**src/rtl/commit_unit_pkg.sv**
```systemverilog
// Shared types for the commit stage: ROB entry layout, status/op encodings and commit FSM states.
package commit_unit_pkg;

    localparam int FLUSH_CYCLES_DEFAULT = 2;

    typedef enum logic [1:0] {
        waiting = 2'd0,
        issued  = 2'd1,
        done    = 2'd2
    } rob_status_t;

    typedef enum logic [1:0] {
        op_alu = 2'd0,
        op_br  = 2'd1,
        op_ld  = 2'd2,
        op_st  = 2'd3
    } op_type_t;

    typedef struct packed {
        logic        valid;
        rob_status_t status;
        op_type_t    op_type;
        logic        regf_we;
        logic [4:0]  rd_addr;
        logic [31:0] rd_data;
        logic [4:0]  rd_rob_idx;
        logic [31:0] mem_addr;
        logic [3:0]  mem_wmask;
        logic [31:0] mem_wdata;
        logic        br_en;
        logic        prediction;
        logic [31:0] pc_new;
    } rob_entry_t;

    typedef enum logic [1:0] {
        RUN        = 2'd0,
        STORE_WAIT = 2'd1,
        FLUSH      = 2'd2
    } commit_state_t;

    // Jumps are tagged op_br with br_en=1, so a mispredicted jump also flushes.
    function automatic logic is_mispredict(input rob_entry_t e);
        return (e.op_type == op_br) && (e.br_en != e.prediction);
    endfunction

endpackage

```
**src/rtl/commit_unit_if.sv**
```systemverilog
// Bundles the ROB-head, regfile, store-path and redirect signals of the commit stage.
interface commit_unit_if #(
    parameter int ORDER_W = 64
);
    import commit_unit_pkg::*;

    rob_entry_t           head_entry_i;
    logic                 rob_empty_i;
    logic                 dequeue_o;
    logic                 rf_we_o;
    logic [4:0]           rf_rd_addr_o;
    logic [31:0]          rf_rd_data_o;
    logic [4:0]           rf_rob_idx_o;
    logic                 st_req_o;
    logic [31:0]          st_addr_o;
    logic [3:0]           st_wmask_o;
    logic [31:0]          st_wdata_o;
    logic                 st_ack_i;
    logic                 flush_o;
    logic [31:0]          pc_redirect_o;
    logic                 commit_valid_o;
    logic [ORDER_W-1:0]   order_o;
    logic [31:0]          mispredict_cnt_o;
    logic                 busy_o;

    modport master (
        input  head_entry_i, rob_empty_i, st_ack_i,
        output dequeue_o, rf_we_o, rf_rd_addr_o, rf_rd_data_o, rf_rob_idx_o,
               st_req_o, st_addr_o, st_wmask_o, st_wdata_o,
               flush_o, pc_redirect_o, commit_valid_o, order_o,
               mispredict_cnt_o, busy_o
    );

    modport slave (
        output head_entry_i, rob_empty_i, st_ack_i,
        input  dequeue_o, rf_we_o, rf_rd_addr_o, rf_rd_data_o, rf_rob_idx_o,
               st_req_o, st_addr_o, st_wmask_o, st_wdata_o,
               flush_o, pc_redirect_o, commit_valid_o, order_o,
               mispredict_cnt_o, busy_o
    );

endinterface

```
**src/rtl/commit_unit_mispredict_ctr.sv**
```systemverilog
// Saturating 32-bit event counter used to track branch mispredicts.
module commit_mispredict_ctr (
    input  logic        clk,
    input  logic        rst_n,
    input  logic        i_inc,
    input  logic        i_clear,
    output logic [31:0] o_count
);

    logic [31:0] r_count;

    always_ff @(posedge clk) begin
        if (!rst_n || i_clear) begin
            r_count <= '0;
        end else if (i_inc && (r_count != 32'hFFFF_FFFF)) begin
            r_count <= r_count + 1'b1;
        end
    end

    assign o_count = r_count;

endmodule

```
**src/rtl/commit_unit.sv**
```systemverilog
// In-order retirement stage: retires the ROB head, serialises stores and flushes on mispredicts.
module commit_unit
    import commit_unit_pkg::*;
#(
    parameter int FLUSH_CYCLES = FLUSH_CYCLES_DEFAULT,
    parameter int ORDER_W      = 64
) (
    input  logic          clk,
    input  logic          rst_n,
    commit_unit_if.master bus
);

    commit_state_t      r_state;
    logic [3:0]         r_drain;
    logic [ORDER_W-1:0] r_order;
    logic               r_st_req;
    logic [31:0]        r_st_addr;
    logic [3:0]         r_st_wmask;
    logic [31:0]        r_st_wdata;
    logic               r_flush;
    logic [31:0]        r_pc_redirect;

    commit_state_t      w_next_state;
    logic               w_ready;
    logic               w_retire;
    logic               w_rf_we;
    logic               w_start_store;
    logic               w_start_flush;
    logic [31:0]        w_misp_cnt;

    // Retire decode; reset suppresses every strobe so a late ack cannot retire.
    always_comb begin
        w_next_state  = r_state;
        w_retire      = 1'b0;
        w_rf_we       = 1'b0;
        w_start_store = 1'b0;
        w_start_flush = 1'b0;
        w_ready       = !bus.rob_empty_i && bus.head_entry_i.valid
                        && (bus.head_entry_i.status == done);
        if (!rst_n) begin
            w_next_state = RUN;
        end else begin
            case (r_state)
                RUN: begin
                    if (w_ready) begin
                        if (bus.head_entry_i.mem_wmask != 4'd0) begin
                            w_start_store = 1'b1;
                            w_next_state  = STORE_WAIT;
                        end else begin
                            w_retire = 1'b1;
                            w_rf_we  = bus.head_entry_i.regf_we
                                       && (bus.head_entry_i.rd_addr != 5'd0);
                            if (is_mispredict(bus.head_entry_i)) begin
                                w_start_flush = 1'b1;
                                w_next_state  = FLUSH;
                            end
                        end
                    end
                end
                STORE_WAIT: begin
                    if (bus.st_ack_i) begin
                        w_retire     = 1'b1;
                        w_next_state = RUN;
                    end
                end
                FLUSH: begin
                    if (r_drain <= 4'd1) begin
                        w_next_state = RUN;
                    end
                end
                default: w_next_state = RUN;
            endcase
        end
    end

    always_ff @(posedge clk) begin
        if (!rst_n) begin
            r_state       <= RUN;
            r_drain       <= '0;
            r_order       <= '0;
            r_st_req      <= 1'b0;
            r_st_addr     <= '0;
            r_st_wmask    <= '0;
            r_st_wdata    <= '0;
            r_flush       <= 1'b0;
            r_pc_redirect <= '0;
        end else begin
            r_state <= w_next_state;
            r_flush <= w_start_flush;
            if (w_retire) begin
                r_order <= r_order + 1'b1;
            end
            if (w_start_store) begin
                r_st_req   <= 1'b1;
                r_st_addr  <= bus.head_entry_i.mem_addr;
                r_st_wmask <= bus.head_entry_i.mem_wmask;
                r_st_wdata <= bus.head_entry_i.mem_wdata;
            end else if ((r_state == STORE_WAIT) && bus.st_ack_i) begin
                r_st_req <= 1'b0;
            end
            if (w_start_flush) begin
                r_pc_redirect <= bus.head_entry_i.pc_new;
                r_drain       <= 4'(FLUSH_CYCLES);
            end else if (r_state == FLUSH) begin
                r_drain <= r_drain - 1'b1;
            end
        end
    end

    commit_mispredict_ctr u_misp_ctr (
        .clk     (clk),
        .rst_n   (rst_n),
        .i_inc   (w_start_flush),
        .i_clear (1'b0),
        .o_count (w_misp_cnt)
    );

    assign bus.dequeue_o        = w_retire;
    assign bus.commit_valid_o   = w_retire;
    assign bus.rf_we_o          = w_rf_we;
    assign bus.rf_rd_addr_o     = w_retire ? bus.head_entry_i.rd_addr    : 5'd0;
    assign bus.rf_rd_data_o     = w_retire ? bus.head_entry_i.rd_data    : 32'd0;
    assign bus.rf_rob_idx_o     = w_retire ? bus.head_entry_i.rd_rob_idx : 5'd0;
    assign bus.st_req_o         = r_st_req;
    assign bus.st_addr_o        = r_st_addr;
    assign bus.st_wmask_o       = r_st_wmask;
    assign bus.st_wdata_o       = r_st_wdata;
    assign bus.flush_o          = r_flush;
    assign bus.pc_redirect_o    = r_pc_redirect;
    assign bus.order_o          = r_order;
    assign bus.mispredict_cnt_o = w_misp_cnt;
    assign bus.busy_o           = (r_state != RUN);

endmodule

```
**src/flat_wrapper.sv**
```systemverilog
// flat-port wrapper written by rule: the top's interface ports become plain ports
module commit_unit_flat import commit_unit_pkg::*;
#(
    parameter int FLUSH_CYCLES = FLUSH_CYCLES_DEFAULT,
    parameter int ORDER_W      = 64
)
  (clk, rst_n, bus_head_entry_i, bus_rob_empty_i, bus_st_ack_i, bus_dequeue_o, bus_rf_we_o, bus_rf_rd_addr_o, bus_rf_rd_data_o, bus_rf_rob_idx_o, bus_st_req_o, bus_st_addr_o, bus_st_wmask_o, bus_st_wdata_o, bus_flush_o, bus_pc_redirect_o, bus_commit_valid_o, bus_order_o, bus_mispredict_cnt_o, bus_busy_o);
  commit_unit_if #(.ORDER_W(ORDER_W)) bus_i ();
  input  logic clk;
  input  logic rst_n;
  input wire logic [$bits(bus_i.head_entry_i)-1:0] bus_head_entry_i;
  input wire logic [$bits(bus_i.rob_empty_i)-1:0] bus_rob_empty_i;
  input wire logic [$bits(bus_i.st_ack_i)-1:0] bus_st_ack_i;
  output wire logic [$bits(bus_i.dequeue_o)-1:0] bus_dequeue_o;
  output wire logic [$bits(bus_i.rf_we_o)-1:0] bus_rf_we_o;
  output wire logic [$bits(bus_i.rf_rd_addr_o)-1:0] bus_rf_rd_addr_o;
  output wire logic [$bits(bus_i.rf_rd_data_o)-1:0] bus_rf_rd_data_o;
  output wire logic [$bits(bus_i.rf_rob_idx_o)-1:0] bus_rf_rob_idx_o;
  output wire logic [$bits(bus_i.st_req_o)-1:0] bus_st_req_o;
  output wire logic [$bits(bus_i.st_addr_o)-1:0] bus_st_addr_o;
  output wire logic [$bits(bus_i.st_wmask_o)-1:0] bus_st_wmask_o;
  output wire logic [$bits(bus_i.st_wdata_o)-1:0] bus_st_wdata_o;
  output wire logic [$bits(bus_i.flush_o)-1:0] bus_flush_o;
  output wire logic [$bits(bus_i.pc_redirect_o)-1:0] bus_pc_redirect_o;
  output wire logic [$bits(bus_i.commit_valid_o)-1:0] bus_commit_valid_o;
  output wire logic [$bits(bus_i.order_o)-1:0] bus_order_o;
  output wire logic [$bits(bus_i.mispredict_cnt_o)-1:0] bus_mispredict_cnt_o;
  output wire logic [$bits(bus_i.busy_o)-1:0] bus_busy_o;
  assign bus_i.head_entry_i = bus_head_entry_i;
  assign bus_i.rob_empty_i = bus_rob_empty_i;
  assign bus_i.st_ack_i = bus_st_ack_i;
  assign bus_dequeue_o = bus_i.dequeue_o;
  assign bus_rf_we_o = bus_i.rf_we_o;
  assign bus_rf_rd_addr_o = bus_i.rf_rd_addr_o;
  assign bus_rf_rd_data_o = bus_i.rf_rd_data_o;
  assign bus_rf_rob_idx_o = bus_i.rf_rob_idx_o;
  assign bus_st_req_o = bus_i.st_req_o;
  assign bus_st_addr_o = bus_i.st_addr_o;
  assign bus_st_wmask_o = bus_i.st_wmask_o;
  assign bus_st_wdata_o = bus_i.st_wdata_o;
  assign bus_flush_o = bus_i.flush_o;
  assign bus_pc_redirect_o = bus_i.pc_redirect_o;
  assign bus_commit_valid_o = bus_i.commit_valid_o;
  assign bus_order_o = bus_i.order_o;
  assign bus_mispredict_cnt_o = bus_i.mispredict_cnt_o;
  assign bus_busy_o = bus_i.busy_o;
  commit_unit #(.FLUSH_CYCLES(FLUSH_CYCLES), .ORDER_W(ORDER_W)) u_core (.clk(clk), .rst_n(rst_n), .bus(bus_i));
endmodule
```
**config.mk**
```make
export PLATFORM = sky130hd
export DESIGN_NAME = commit_unit_flat
export DESIGN_NICKNAME = d
export VERILOG_FILES = /design/src/rtl/commit_unit_pkg.sv /design/src/rtl/commit_unit_if.sv /design/src/rtl/commit_unit_mispredict_ctr.sv /design/src/rtl/commit_unit.sv /design/src/flat_wrapper.sv
export SDC_FILE = /design/constraint.sdc
export NUM_CORES = 1
export LEC_CHECK = 0
export CAP_MARGIN = 5
export CORE_MARGIN = 8
export CORE_UTILIZATION = 31
export CTS_BUF_LIST = sky130_fd_sc_hd__clkbuf_8
export CTS_CLUSTER_DIAMETER = 50
export CTS_CLUSTER_SIZE = 12
export DETAILED_ROUTE_END_ITERATION = 7
export PLACE_DENSITY_LB_ADDON = 0.25
export SETUP_SLACK_MARGIN = 0.05
export SYNTH_ARGS = -nofsm -noshare
export SYNTH_HDL_FRONTEND = slang
export SYNTH_HIERARCHICAL = 1
export SYNTH_SLANG_ARGS = --single-unit
```
**constraint.sdc**
```tcl
create_clock -name clk -period 5.3 [get_ports clk]
set_clock_uncertainty 0.2 [all_clocks]
set_input_delay 1.06 -clock clk [delete_from_list [all_inputs] [get_ports clk]]
set_output_delay 1.06 -clock clk [all_outputs]
set_load 0.01 [all_outputs]
```
; ---- Word level (Yosys, flattened, before mapping)
; Cells that the tools add are included.
[totals]
inputBits = 154
wordCells = 72
output_inout_bits = 244
ff_bits = 204
[classes]
eq_ne = 10
n_reduce_logical = 15
n_lt_le_gt_ge = 1
bitwise_logic = 1
addsub = 3
mux = 31
[ops]
columns = cell, n
row1 = "adder 64 x 1 -> 64 bit, second input constant", 1
row2 = "adder 32 x 1 -> 32 bit, second input constant", 1
row3 = 2-to-1 mux 32 bit, 1
row4 = "inequality test 32 bit, second input constant", 1
row5 = 2-to-1 mux 1 bit, 19
row6 = 2-to-1 mux 2 bit, 7
row7 = 2-to-1 mux 5 bit, 2
row8 = logical AND 1 bit, 6
row9 = one-hot mux 2 bit (3 select lines), 1
row10 = nonzero test 2 bit, 3
row11 = nonzero test 5 bit, 1
row12 = "== test 2 x 1 -> 1 bit, second input constant", 2
row13 = "== test 2 bit, second input constant", 2
row14 = "<= comparator 4 x 1 -> 1 bit, second input constant", 1
row15 = "inequality test 2 x 1 -> 1 bit, second input constant", 2
row16 = AND reduction 4 bit, 1
row17 = nonzero test 4 bit, 1
row18 = "subtractor 4 x 1 -> 4 bit, second input constant", 1
row19 = "inequality test 3 x 1 -> 1 bit, second input constant", 1
row20 = zero test 2 bit, 1
row21 = "inequality test 2 bit, second input constant", 1
row22 = one-hot mux 1 bit (2 select lines), 1
row23 = OR reduction 2 bit, 1
row24 = zero test 1 bit, 1
row25 = 2 further kinds, 2

; ---- Longest topological paths before layout
; Gate-level depths: netlist of run 1.
[logic_depth]
word_depth = 8
ltp_mapped = 10
ltp_nobuf = 7

; ---- Cells and area by module
; The synthesis of run 1 kept the hierarchy.
[modules_own_cells]
columns = module, area_per_inst_um2, seq_area_each_um2, cells_per_inst, n_inst
row1 = commit_unit, 7099.3, 3443.3, 851, 1
row2 = commit_mispredict_ctr, 1667.8, 640.6, 195, 1

; ---- Least setup slack after synthesis of run 1
; Ideal clock, no wire load.
[synth_timing]
path_kind = input -> output
from = input port bus_head_entry_i[69]
to = output port bus_dequeue_o
arrival_time_ns = 2.974
path_stages = 7
t_required_ns = 4.040
setup_slack_ns = 1.066
path_buffers = 4
cell_sequence = or4_1 buf_2 o31ai_4 clkbuf_1 clkbuf_1 and2_1 buf_4
[synth_via]
elab_chain_len = 5
[synth_lines]
columns = item, line
row1 = from (decl), flat_wrapper.sv:11  ; input wire logic [$bits(bus_i.head_entry_i)-1:0] bus_head_entry_i;
row2 = nonzero test 4 bit, commit_unit.sv:46  ; if (bus.head_entry_i.mem_wmask != 4'd0) begin
row3 = 2-to-1 mux 1 bit, commit_unit.sv:46
row4 = 2-to-1 mux 1 bit, commit_unit.sv:45  ; if (w_ready) begin
row5 = one-hot mux 1 bit (2 select lines), commit_unit.sv:43  ; case (r_state)
row6 = 2-to-1 mux 1 bit, commit_unit.sv:40  ; if (!rst_n) begin
row7 = to (decl), flat_wrapper.sv:14  ; output wire logic [$bits(bus_i.dequeue_o)-1:0] bus_dequeue_o;
; No other way between the ends.

; ---- Final worst setup path of run 1
[layout_timing]
from = input port bus_head_entry_i[69]
to = output port bus_rf_rd_data_o[17]
[layout_via]
elab_chain_len = 6
[layout_lines]
columns = item, line
row1 = nonzero test 4 bit, commit_unit.sv:46
row2 = 2-to-1 mux 1 bit, commit_unit.sv:46
row3 = 2-to-1 mux 1 bit, commit_unit.sv:45
row4 = one-hot mux 1 bit (2 select lines), commit_unit.sv:43
row5 = 2-to-1 mux 1 bit, commit_unit.sv:40
row6 = 2-to-1 mux 32 bit, commit_unit.sv:122  ; assign bus.rf_rd_data_o = w_retire ? bus.head_entry_i.rd_data : 32'd0;
row7 = to (decl), flat_wrapper.sv:17  ; output wire logic [$bits(bus_i.rf_rd_data_o)-1:0] bus_rf_rd_data_o;
; No other way between the ends.

==> key figures, run 1 <==
Run status
  – Status: complete, no violations

Layout
  – Layout Nets: 1577
  – Final core utilization: 0.4935
  – Layout cells sized above 1: 0.05764
  – Fillers: 2710
  – Post-Layout Inst Area: 0.01371 mm^2
  – Antenna cells: 0
  – Synth-to-Final Area Change: 56.39%

Synth
  – Top_reg_cell synth: dfxtp_1
  – Synth warn: 6
  – Largest area contributor in the netlist: dfxtp_1
  – #FFs+latches synth: 204
  – Top cells by count, synth: dfxtp_1 (204), nand2_1 (184), o21ai_0 (105)
  – Post-Syn Area: 0.008767 mm^2
  – Netlist cell types: 53
  – Sequential-to-total area share from yosys stat: 0.4658
  – EDFF count, synth: 0
  – Top-count cell post-synth: dfxtp_1
  – Mean Syn Cell Area: between 8 and 9 um^2
  – Synth top area cells: dfxtp_1 (47%), nand2_1 (7.9%), o21ai_0 (6.0%)
  – Mapped Cells: 1046
  – FFs w/ async S/R, synth: 0
  – Post-synth top area share: 0.4658

Critical path
  – Crit path cell chain: clkdlybuf4s50_1 -> or4_1 -> o31ai_4 -> buf_12 -> and3_1 -> clkdlybuf4s50_1
  – Critical Path AT: 3690 ps
  – Crit. End Element: primary output
  – Slowest-stage cell, CP: or4_1
  – Reg2reg start: u_core/bus.order_o[4]
  – CP Class: input port to primary output
  – Worst-path maximum fanout: 63
  – Slowest cell delay on critical path: 740 ps
  – Worst Setup Start Kind: input port
  – CP Launch Point: bus_head_entry_i[69]
  – Buf/Inv on CP: 3
  – CP required: 4040 ps
  – CP most frequent cell: clkdlybuf4s50_1
  – CP delay by family, top: buffers and inverters

STA
  – Slew at the pin closest to its max-slew limit: 900.1 ps
  – RSZ-0062 raised after global routing: no
  – Setup TNS: 0 ps
  – Max Slew Vio Count: 0
  – Hold slack: 257.0 ps
  – Shortest period the worst path allows: 4947 ps
  – Final Hold Viols: 0
  – Worst slew margin: 0.3944
  – Tcrit/Tclk final: 0.9334
  – # setup viols final: 0
  – Max frequency: approximately 0.2 GHz

Clock network
  – Clk_lat worst skew: 570 ps
  – Hold buffer count at cts: 0
  – Max H-tree Level: 1
  – Clock root cell: clkbuf_8
  – Setup repair bufs after CTS: 0
  – Clock transition at path regs: approximately 80 ps
  – Clock Path Buffers: 3
  – Post_cts resized: 0
  – Inserted Clock Buffers: 30
  – CTS sink count: 204
  – CTS tree: done

Power
  – Switch Pwr: 0.7747 mW
  – Clock power frac: 0.447
  – Net Sw Frac: 0.2429
  – Power density over the cells: 232.6 mW/mm^2
  – Gate power share: 0.067
  – Cell Int Power: ~2.4 mW
  – Pleak: 4.636 nW
  – Seq pwr share: 0.486
  – Maximum vdd ir drop: 0.1489 mV

Placed design
  – Detailed placer's ending HPWL: 24400 um
  – Area post-placement: 0.01304 mm^2
  – Port bufs: 397
  – Gpl congestion: 0.8116

Worst hold path
  – Hold Crit Class: register to register
  – Hold Startpoint: u_core/bus.st_addr_o[28]

Routing
  – DRC violations left: 0
  – Final antenna-violating net count: 0
  – Routed len/inst: 17.98 um
  – Pre-antenna DRT Iters: 5
  – Starting DRT DRC Count: around 600
  – Post-Route WL: 32690 um
  – Vias: 9032
  – Vias/cell: 4.968

Floorplanning
  – I/O pin count: roughly 400
  – Vert. Die Dim: 184.2 um
  – Die Area: 0.03392 mm^2
  – Area of the core: 0.02778 mm^2
  – Initial core utilization: 0.3156
  – Row cnt: between 60 and 70
  – Chip Width: roughly 180 um

Global routing
  – Number of global-route vias before repair: 8766
  – Largest net degree at the start of global routing: about 140
  – Antenna violations before repair: 0
  – Total GRT Usage: 0.1820
  – First-pass GRT wire length: 49950 um
  – Global route total overflow: 0

Job
  – Total of max-cap violations: 0
## registers in the layout (all words and copies together) (netlist names)
signal                     cells
u_core/bus.order_o            64
u_core/bus.st_wmask_o          4
u_core/bus.pc_redirect_o      32
u_core/bus.st_req_o            1
u_core/bus.st_addr_o          32
u_core/r_drain                 4
u_core/bus.st_wdata_o         32
u_core/bus.flush_o             1
u_core/r_state                 2
u_core/u_misp_ctr/o_count     32
## worst register-to-register path, delay by kind of cell, from the launching register on
kind / cells / cell delay (ps)
flip-flops: 1 / 390
AND/OR/NAND/NOR: 4 / 2320
AO/OA/AOI/OAI: 1 / 150
## per-layer routing
metal	up-vias	global-route usage	part of all wire
met5	-	0	0
met4	0	0.03679	0.012
met3	29	0.06556	0.092
met2	307	0.3122	0.49
met1	4196	0.2159	0.41
li1	4500	-	-
## power groups by stage
stage	clock, mW	sequential, mW	combinational (mW)
floorplan	0	1.59	0.0473
global placement	0	1.58	0.215
detailed placement	0	1.59	0.215
CTS	1.48	1.55	0.216
global route	1.55	1.55	0.229
finish	1.43	1.55	0.214
## cells in the final DEF, fill, tap and decap left out, types with 32 or more instances in the layout
master and n:
nand3_1 32, o21ai_0 105, a21oi_1 60, clkbuf_8 32, nor2_1 50, nand2_1 184, and3_1 49, a22o_1 32
dfxtp_1 204, nand4_1 34, clkdlybuf4s50_1 396, or3_1 32
## final timing paths
kind / endpoint / slack (ps) / depth (start not counted)
min: u_core/bus.st_addr_o[28] / 260 / 2
min reg2reg: u_core/bus.st_addr_o[28] / 260 / 2
max: bus_rf_rd_data_o[17] / 350 / 6
max reg2reg: u_core/bus.order_o[46] / 2150 / 5
## cells by family after synthesis
kind of cell | after synthesis | synth area share
buffers and inverters | 85 | 0.04025
AND/OR/NAND/NOR | 469 | 0.2793
adder cells (fa/ha/maj) | 4 | 0.005709
multiplexers | 1 | 0.001142
other | 1 | 0.0004277
XOR/XNOR | 37 | 0.03696
flip-flops | 204 | 0.4658
AO/OA/AOI/OAI | 245 | 0.1704
## per-stage QoR
| step | worst slack, ps | cells | total power, mW |
|---|---|---|---|
| floorplan | 1066 | 1047 | 1.638 |
| global placement | 349.9 | 1765 | 1.800 |
| detailed placement | 330.5 | 1765 | 1.801 |
| CTS | 313.6 | 1818 | 3.245 |
| global route | 246.3 | 1818 | 3.335 |
| finish | 353.1 | 1818 | 3.190 |
## area by class of cell
cell class / count / area, um^2 / area share
multi-input cells: 758 / 4343 / 0.3168
repair buffers: 408 / 4079 / 0.2975
clock buffers: 32 / 440.4 / 0.03212
well taps: 378 / 473.0 / 0.03450
flip-flops and latches: 204 / 4084 / 0.2979
inverters: 17 / 63.81 / 0.004654
clock inverters: 21 / 227.7 / 0.01661
(Power assumes the default switching activity.)
==> run 2, diff against run 1 <==
--- a/config.mk
+++ b/config.mk
@@ -7,11 +7,12 @@
 export LEC_CHECK = 0
 export CAP_MARGIN = 5
 export CORE_MARGIN = 8
-export CORE_UTILIZATION = 31
+export CORE_UTILIZATION = 43
 export CTS_BUF_LIST = sky130_fd_sc_hd__clkbuf_8
 export CTS_CLUSTER_DIAMETER = 50
 export CTS_CLUSTER_SIZE = 12
 export DETAILED_ROUTE_END_ITERATION = 7
+export HOLD_SLACK_MARGIN = 0.1
 export PLACE_DENSITY_LB_ADDON = 0.25
 export SETUP_SLACK_MARGIN = 0.05
 export SYNTH_ARGS = -nofsm -noshare
==> key figures, run 2 (same netlist as run 1, synthesis figures left out) <==
Power
  – Maximum vdd ir drop: 0.2099 mV (was 0.1489 mV)
  – Switch Pwr: 0.6634 mW (was 0.7747 mW)
  – Tot Pwr: 2.924 mW (was 3.190 mW)
  – Clock power frac: 0.398 (was 0.447)
  – Cell Int Power: 2.260 mW (was 2.415 mW)
  – Gate power share: 0.072 (was 0.067)
  – Power density over the cells: 218.1 mW/mm^2 (was 232.6 mW/mm^2)
  – Pleak: 4.543 nW (was 4.636 nW)
  – Net Sw Frac: 0.2269 (was 0.2429)
  – Seq pwr share: 0.530 (was 0.486)

Critical path
  – Slowest cell delay on critical path: 740 ps (about the same)
  – Buf/Inv on CP: 3 (unchanged)
  – CP required: 4040 ps (about the same)
  – Crit. End Element: primary output (unchanged)
  – Crit Reg-Reg Endpoint: u_core/bus.order_o[54] (was u_core/bus.order_o[46])
  – Crit path cell chain: clkdlybuf4s50_1 -> or4_1 -> o31ai_4 -> buf_4 -> and3_1 -> clkdlybuf4s50_1 (was clkdlybuf4s50_1 -> or4_1 -> o31ai_4 -> buf_12 -> and3_1 -> clkdlybuf4s50_1)
  – Reg2reg start: u_core/bus.order_o[20] (was u_core/bus.order_o[4])
  – FF-to-FF path depth: 5 (unchanged)
  – CP most frequent cell: clkdlybuf4s50_1 (unchanged)
  – CP delay by family, top: buffers and inverters (unchanged)
  – Worst Setup Start Kind: input port (unchanged)
  – Critical Path AT: 3670 ps (was 3690 ps)
  – CP Class: input port to primary output (unchanged)
  – Slowest-stage cell, CP: or4_1 (unchanged)
  – Worst-path maximum fanout: 29 (was 63)
  – Register-to-register setup slack: 2010 ps (was 2150 ps)

Layout
  – Multi-input gate area: 0.004343 mm^2 (unchanged)
  – Register area: 0.004084 mm^2 (unchanged)
  – Antenna cells: 0 (unchanged)
  – Layout cells sized above 1: 0.04909 (was 0.05764)
  – Finished Layout Cells: 1696 (was 1818)
  – Most common library cell in the layout ignoring fill and taps: clkdlybuf4s50_1 (unchanged)
  – Layout Nets: 1572 (was 1577)
  – Synth-to-Final Area Change: 52.86% (was 56.39%)
  – Fillers: 1655 (was 2710)
  – Max FFs per register: 64 (unchanged)
  – Most frequent cells in the layout: clkdlybuf4s50_1 (396), dfxtp_1 (204), nand2_1 (184) (unchanged)

Clock network
  – Inserted Clock Buffers: 24 (was 30)
  – Post_cts resized: 0 (unchanged)
  – Setup repair bufs after CTS: 0 (unchanged)
  – Clk_lat worst skew: 530 ps (was 570 ps)
  – CTS sink count: 204 (unchanged)
  – Clock transition at path regs: 80 ps (about the same)
  – Clock root cell: clkbuf_8 (unchanged)
  – Clock Path Buffers: 3 (unchanged)
  – Max H-tree Level: 1 (unchanged)
  – CTS tree: done (unchanged)
  – Hold buffer count at cts: 0 (unchanged)

Worst hold path
  – Hold endpoint: u_core/bus.st_wdata_o[25] (was u_core/bus.st_addr_o[28])
  – Hold Startpoint: u_core/bus.st_wdata_o[25] (was u_core/bus.st_addr_o[28])
  – Hold Path Stages: 2 (unchanged)
  – Hold Crit Class: register to register (unchanged)

Routing
  – Vias/cell: 5.377 (was 4.968)
  – DRC violations left: 0 (unchanged)
  – Vias: 9119 (was 9032)
  – Starting DRT DRC Count: 694 (was 599)
  – Routed len/inst: 18.54 um (was 17.98 um)
  – Pre-antenna DRT Iters: 5 (unchanged)
  – Post-Route WL: 31450 um (was 32690 um)
  – Final antenna-violating net count: 0 (unchanged)

STA
  – Shortest period the worst path allows: 4929 ps (was 4947 ps)
  – Worst slew margin: 0.3671 (was 0.3944)
  – Final Hold Viols: 0 (unchanged)
  – Max frequency: 0.2029 GHz (was 0.2021 GHz)
  – RSZ-0062 raised after global routing: no (unchanged)
  – Setup TNS: 0 ps (unchanged)
  – Final WS setup: 370.6 ps (was 353.1 ps)
  – Slew at the pin closest to its max-slew limit: 941.5 ps (was 900.1 ps)
  – Max Slew Vio Count: 0 (unchanged)
  – # setup viols final: 0 (unchanged)
  – Tcrit/Tclk final: 0.9301 (was 0.9334)

Global routing
  – Antenna violations before repair: 0 (unchanged)
  – Total GRT Usage: 0.2368 (was 0.1820)
  – Number of global-route vias before repair: 8845 (was 8766)
  – First-pass GRT wire length: 49600 um (was 49950 um)
  – Global route total overflow: 0 (unchanged)
  – Largest net degree at the start of global routing: 138 (unchanged)

Placed design
  – Pre-CTS WS: 366.5 ps (was 330.5 ps)
  – Gpl congestion: 0.8265 (was 0.8116)
  – Placed insts: 1658 (was 1765)
  – Detailed placer's ending HPWL: 23830 um (was 24400 um)
  – Port bufs: 397 (unchanged)

Run status
  – Status: complete, no violations (unchanged)

Floorplanning
  – Area of the core: 0.02010 mm^2 (was 0.02778 mm^2)
  – I/O pin count: 398 (unchanged)
  – Vert. Die Dim: 158.8 um (was 184.2 um)
  – Chip Width: 158.8 um (was 184.2 um)
  – Initial core utilization: 0.4361 (was 0.3156)
  – Row cnt: 52 (was 61)
  – Die Area: 0.02521 mm^2 (was 0.03392 mm^2)

Job
  – Total of max-cap violations: 0 (unchanged)
==> run 2: cell count changes in the layout (fill, tap and decap cells not counted), moves of 2 or more <==
cell,previous run,this run
buf_4,10,12
inv_8,3,0
inv_6,5,1
clkbuf_8,32,28
clkinv_2,3,1
==> run 2: how the worst max path moves through the flow <==
stage | start | endpoint | depth (start not counted)
5_1_grt | bus_head_entry_i[69] | bus_rf_rob_idx_o[1] | 6
4_1_cts | bus_head_entry_i[69] | bus_dequeue_o | 6
6_report | bus_head_entry_i[69] | bus_rf_rd_data_o[25] | 6
3_3_place_gp | bus_head_entry_i[69] | bus_rf_we_o | 5
3_5_place_dp | bus_head_entry_i[69] | bus_dequeue_o | 6
2_1_floorplan | bus_head_entry_i[69] | bus_dequeue_o | 7
==> run 2: layout make-up <==
cell class                 count  area share
clock buffer                  28     0.02876
timing repair buffer         409      0.3040
inverter                      17    0.004761
multi-input combinational    758      0.3241
clock inverter                10    0.008496
sequential                   204      0.3047
tap                          270     0.02521
==> run 2: stage by stage <==
stage / area, um^2 / utilization / hold WS [ps]
floorplan: 8771 / - / 272.7
global placement: 12900 / 0.6418 / 242.2
detailed placement: 12900 / 0.6418 / 249.0
CTS: 13400 / 0.6666 / 261.0
global route: 13400 / 0.6666 / 275.6
finish: 13400 / 0.6666 / 256.1
==> run 2: routing by layer <==
metal,track usage,wire length (um)
met1,0.2695,12260
met2,0.4060,15350
met3,0.08557,2887
met4,0.07576,948
met5,0,0
==> run 2: power by group through the flow <==
stage | Clock (mW) | Sequential, mW | Combinational, mW
after floorplan | 0 | 1.59 | 0.0473
after global placement | 0 | 1.58 | 0.210
after detailed placement | 0 | 1.59 | 0.211
after CTS | 1.20 | 1.55 | 0.212
after global routing | 1.26 | 1.55 | 0.226
final | 1.16 | 1.55 | 0.212
==> run 2: worst register-to-register path, delay by kind of cell (launching register included) <==
kind | cells | cell delay, ps
and+or+nand+nor | 4 | 2390
DFF | 1 | 460
AOI/OAI and AO/OA | 1 | 160
==> RTL edit: new RTL, flow settings as in run 2 <==
Reset style: asynchronous (`rst_n`), changed in one clocked block.
--- a/src/rtl/commit_unit.sv
+++ b/src/rtl/commit_unit.sv
@@ -73,7 +73,7 @@
         end
     end
 
-    always_ff @(posedge clk) begin
+    always_ff @(posedge clk or negedge rst_n) begin
         if (!rst_n) begin
             r_state       <= RUN;
             r_drain       <= '0;
Formal check against the unedited RTL: differs if rst_n is asserted again (counterexample within 4 cycles, from zero or initial values and one cycle with rst_n low); with rst_n held inactive, the same outputs for 4 cycles.
==> RTL edit against run 2 <==
Sequential cell count unchanged. Routed wire length up 4.2%. Synthesized area up 5.9%. Cell area up 4.9%. Non-clock buffer count down 2. Worst setup slack better by 0.22 ns. Largest cell class is now registers.
Power is not compared: it rests on default switching activity, and its combinational part moved more than twofold at a synthesized area within 25%.
==> RTL edit: results (changes against run 2) <==
| Metric | Value |
|---|---|
| Setup bufs post-CTS | `0 (unchanged)` |
| First-pass GRT wire length | `48,800 microns (-1.5%)` |
| Ys async rst share | `84.3% (+84 points)` |
| Area contributors post-synth | `dfrtp_1 46%, mux2_2 12%, dfxtp_1 6.9%` |
| Dpl ws | `0.577 ns (+0.211 ns)` |
| Share of the yosys chip area belonging to registers | `53.3% (+6.7 points)` |
| Slew margin rel. | `33.5% (-3.2 points)` |
| DP Wirelength | `25,600 microns (+7.5%)` |
| DR DRC count | `0 (unchanged)` |
| WL/cell | `21.9 microns (+18%)` |
| Later-pin clock latency in the skew report | `0.55 ns (+0.02 ns)` |
| Reg2Reg Depth | `7 (+2)` |
| Unique masters post-synth | `59 (+11%)` |
| Crit-path leading delay family | `buffers and inverters` |
| Layout cells sized above 1 | `14.6% (+9.7 points)` |
| Placed insts | `1,455 (-12%)` |
| Number of flip-flops in the largest register | `64 (unchanged)` |
| Largest net degree at the start of global routing | `71 (-49%)` |
| CP max FO | `46 (+59%)` |
| Clock transition at path regs | `0.08 ns (about the same)` |
| Clock tree buffer depth | `3 (unchanged)` |
| DRT Pass-1 Iters | `4 (-1)` |
| Reg2reg end | `u_core/u_misp_ctr/o_count[31]$_SDFFE_PP0P_` |
| Root Buffer | `clkbuf_8` |
| DR iter-0 viols | `411 (-41%)` |
| Final nets | `1,366 (-13%)` |
| R2r setup slk | `2.35 ns (+0.34 ns)` |
| CTS HTree Levels | `1 (unchanged)` |
| Grt met2 use | `39.3% (-1.3 points)` |
| Filler cell count | `1,663 (+0.48%)` |
| CTS buffer count | `26 (+8.3%)` |
| I/O Buffers | `397 (unchanged)` |
| PostCTS Resize Cnt | `0 (unchanged)` |
| Status | `completed` |
| GPL Wtd Cong | `0.896 (+8.5%)` |
| Synth top cells by count | `172 x dfrtp_1, 101 x mux2_2, 57 x nor2_1` |
| WP data arrival | `3.45 ns (-0.22 ns)` |
| Synth Area per Inst | `11.5 sq um (+37%)` |
| Total GRT Usage | `23.6% (-0.033 points)` |
| # diodes | `0 (unchanged)` |
| VDD IR max | `approximately 220 uV` |
| Initial antenna violation count | `0 (unchanged)` |
| Lkg Pwr | `roughly 6 nW` |
| Worst min path class | `in -> async` |
| DRT Wirelength | `32,800 microns (+4.2%)` |
| Reg-to-Reg Start | `u_core/r_state[1]$_DFFE_PN0P_` |
| CP peak stage delay | `0.66 ns (-0.08 ns)` |
| GR Layer Usage met1 | `29.3% (+2.3 points)` |
| Total negative slack | `0 ns (unchanged)` |
| DR vias | `7,920 (-13%)` |
| Number of global-route vias before repair | `8,068 (-8.8%)` |
| GRT met3 Usage | `7.96% (-0.59 points)` |
| Crit-path slowest cell | `or4_4` |
| Dominant synthesized flop cell | `dfrtp_1` |
| Hold_ws | `0.238 ns (-0.0185 ns)` |
| Fin crit period | `4.71 ns (-0.219 ns)` |
| Warnings from Yosys | `6 (unchanged)` |
## RTL edit: area by class of cell
cell class	count	area (sq um)	area share (%)
multi-input cells	552	4090	29.1
flip-flops and latches	204	4940	35.2
inverters	17	63.8	0.454
clock inverters	16	158	1.12
well taps	275	344	2.45
clock buffers	28	385	2.74
repair buffers	407	4060	28.9
## RTL edit: worst max-delay path by stage
| stage | cells after the start | endpoint | from |
|---|---|---|---|
| finish | 6 | bus_rf_rd_data_o[11] | bus_head_entry_i[67] |
| global placement | 6 | bus_commit_valid_o | bus_head_entry_i[66] |
| global route | 6 | bus_dequeue_o | bus_head_entry_i[67] |
| floorplan | 6 | bus_dequeue_o | bus_head_entry_i[67] |
| CTS | 6 | bus_dequeue_o | bus_head_entry_i[67] |
| detailed placement | 6 | bus_dequeue_o | bus_head_entry_i[67] |
## RTL edit: per-layer routing
metal | routed length, microns | up-vias
met5 | 0 | -
met1 | 13300 | 3922
met2 | 16000 | 273
li1 | - | 3693
met4 | 518 | 0
met3 | 2930 | 32
## RTL edit: power by group
part           switching (W)  total, W  internal (W)  leakage [nW]
registers          0.0000820   0.00177       0.00169          2.49
logic               0.000286  0.000715      0.000429          3.23
clock network       0.000618   0.00122      0.000607         0.294
total               0.000986   0.00371       0.00272          6.01
## RTL edit: cells by family after synthesis
kind of cell / count (synthesis) / share of synthesized area (%)
buffers and inverters: 54 / 2.90
adder cells (fa/ha/maj): 4 / 0.539
other: 1 / 0.0404
AND/OR/NAND/NOR: 308 / 19.1
XOR/XNOR: 79 / 7.45
multiplexers: 101 / 12.3
flip-flops: 204 / 53.3
AO/OA/AOI/OAI: 58 / 4.45
## RTL edit: per-stage QoR
stage	cell area, sq um	util [%]
global placement	13500	64.1
global route	14100	66.6
detailed placement	13500	64.1
CTS	14100	66.6
finish	14100	66.6
floorplan	9290	-
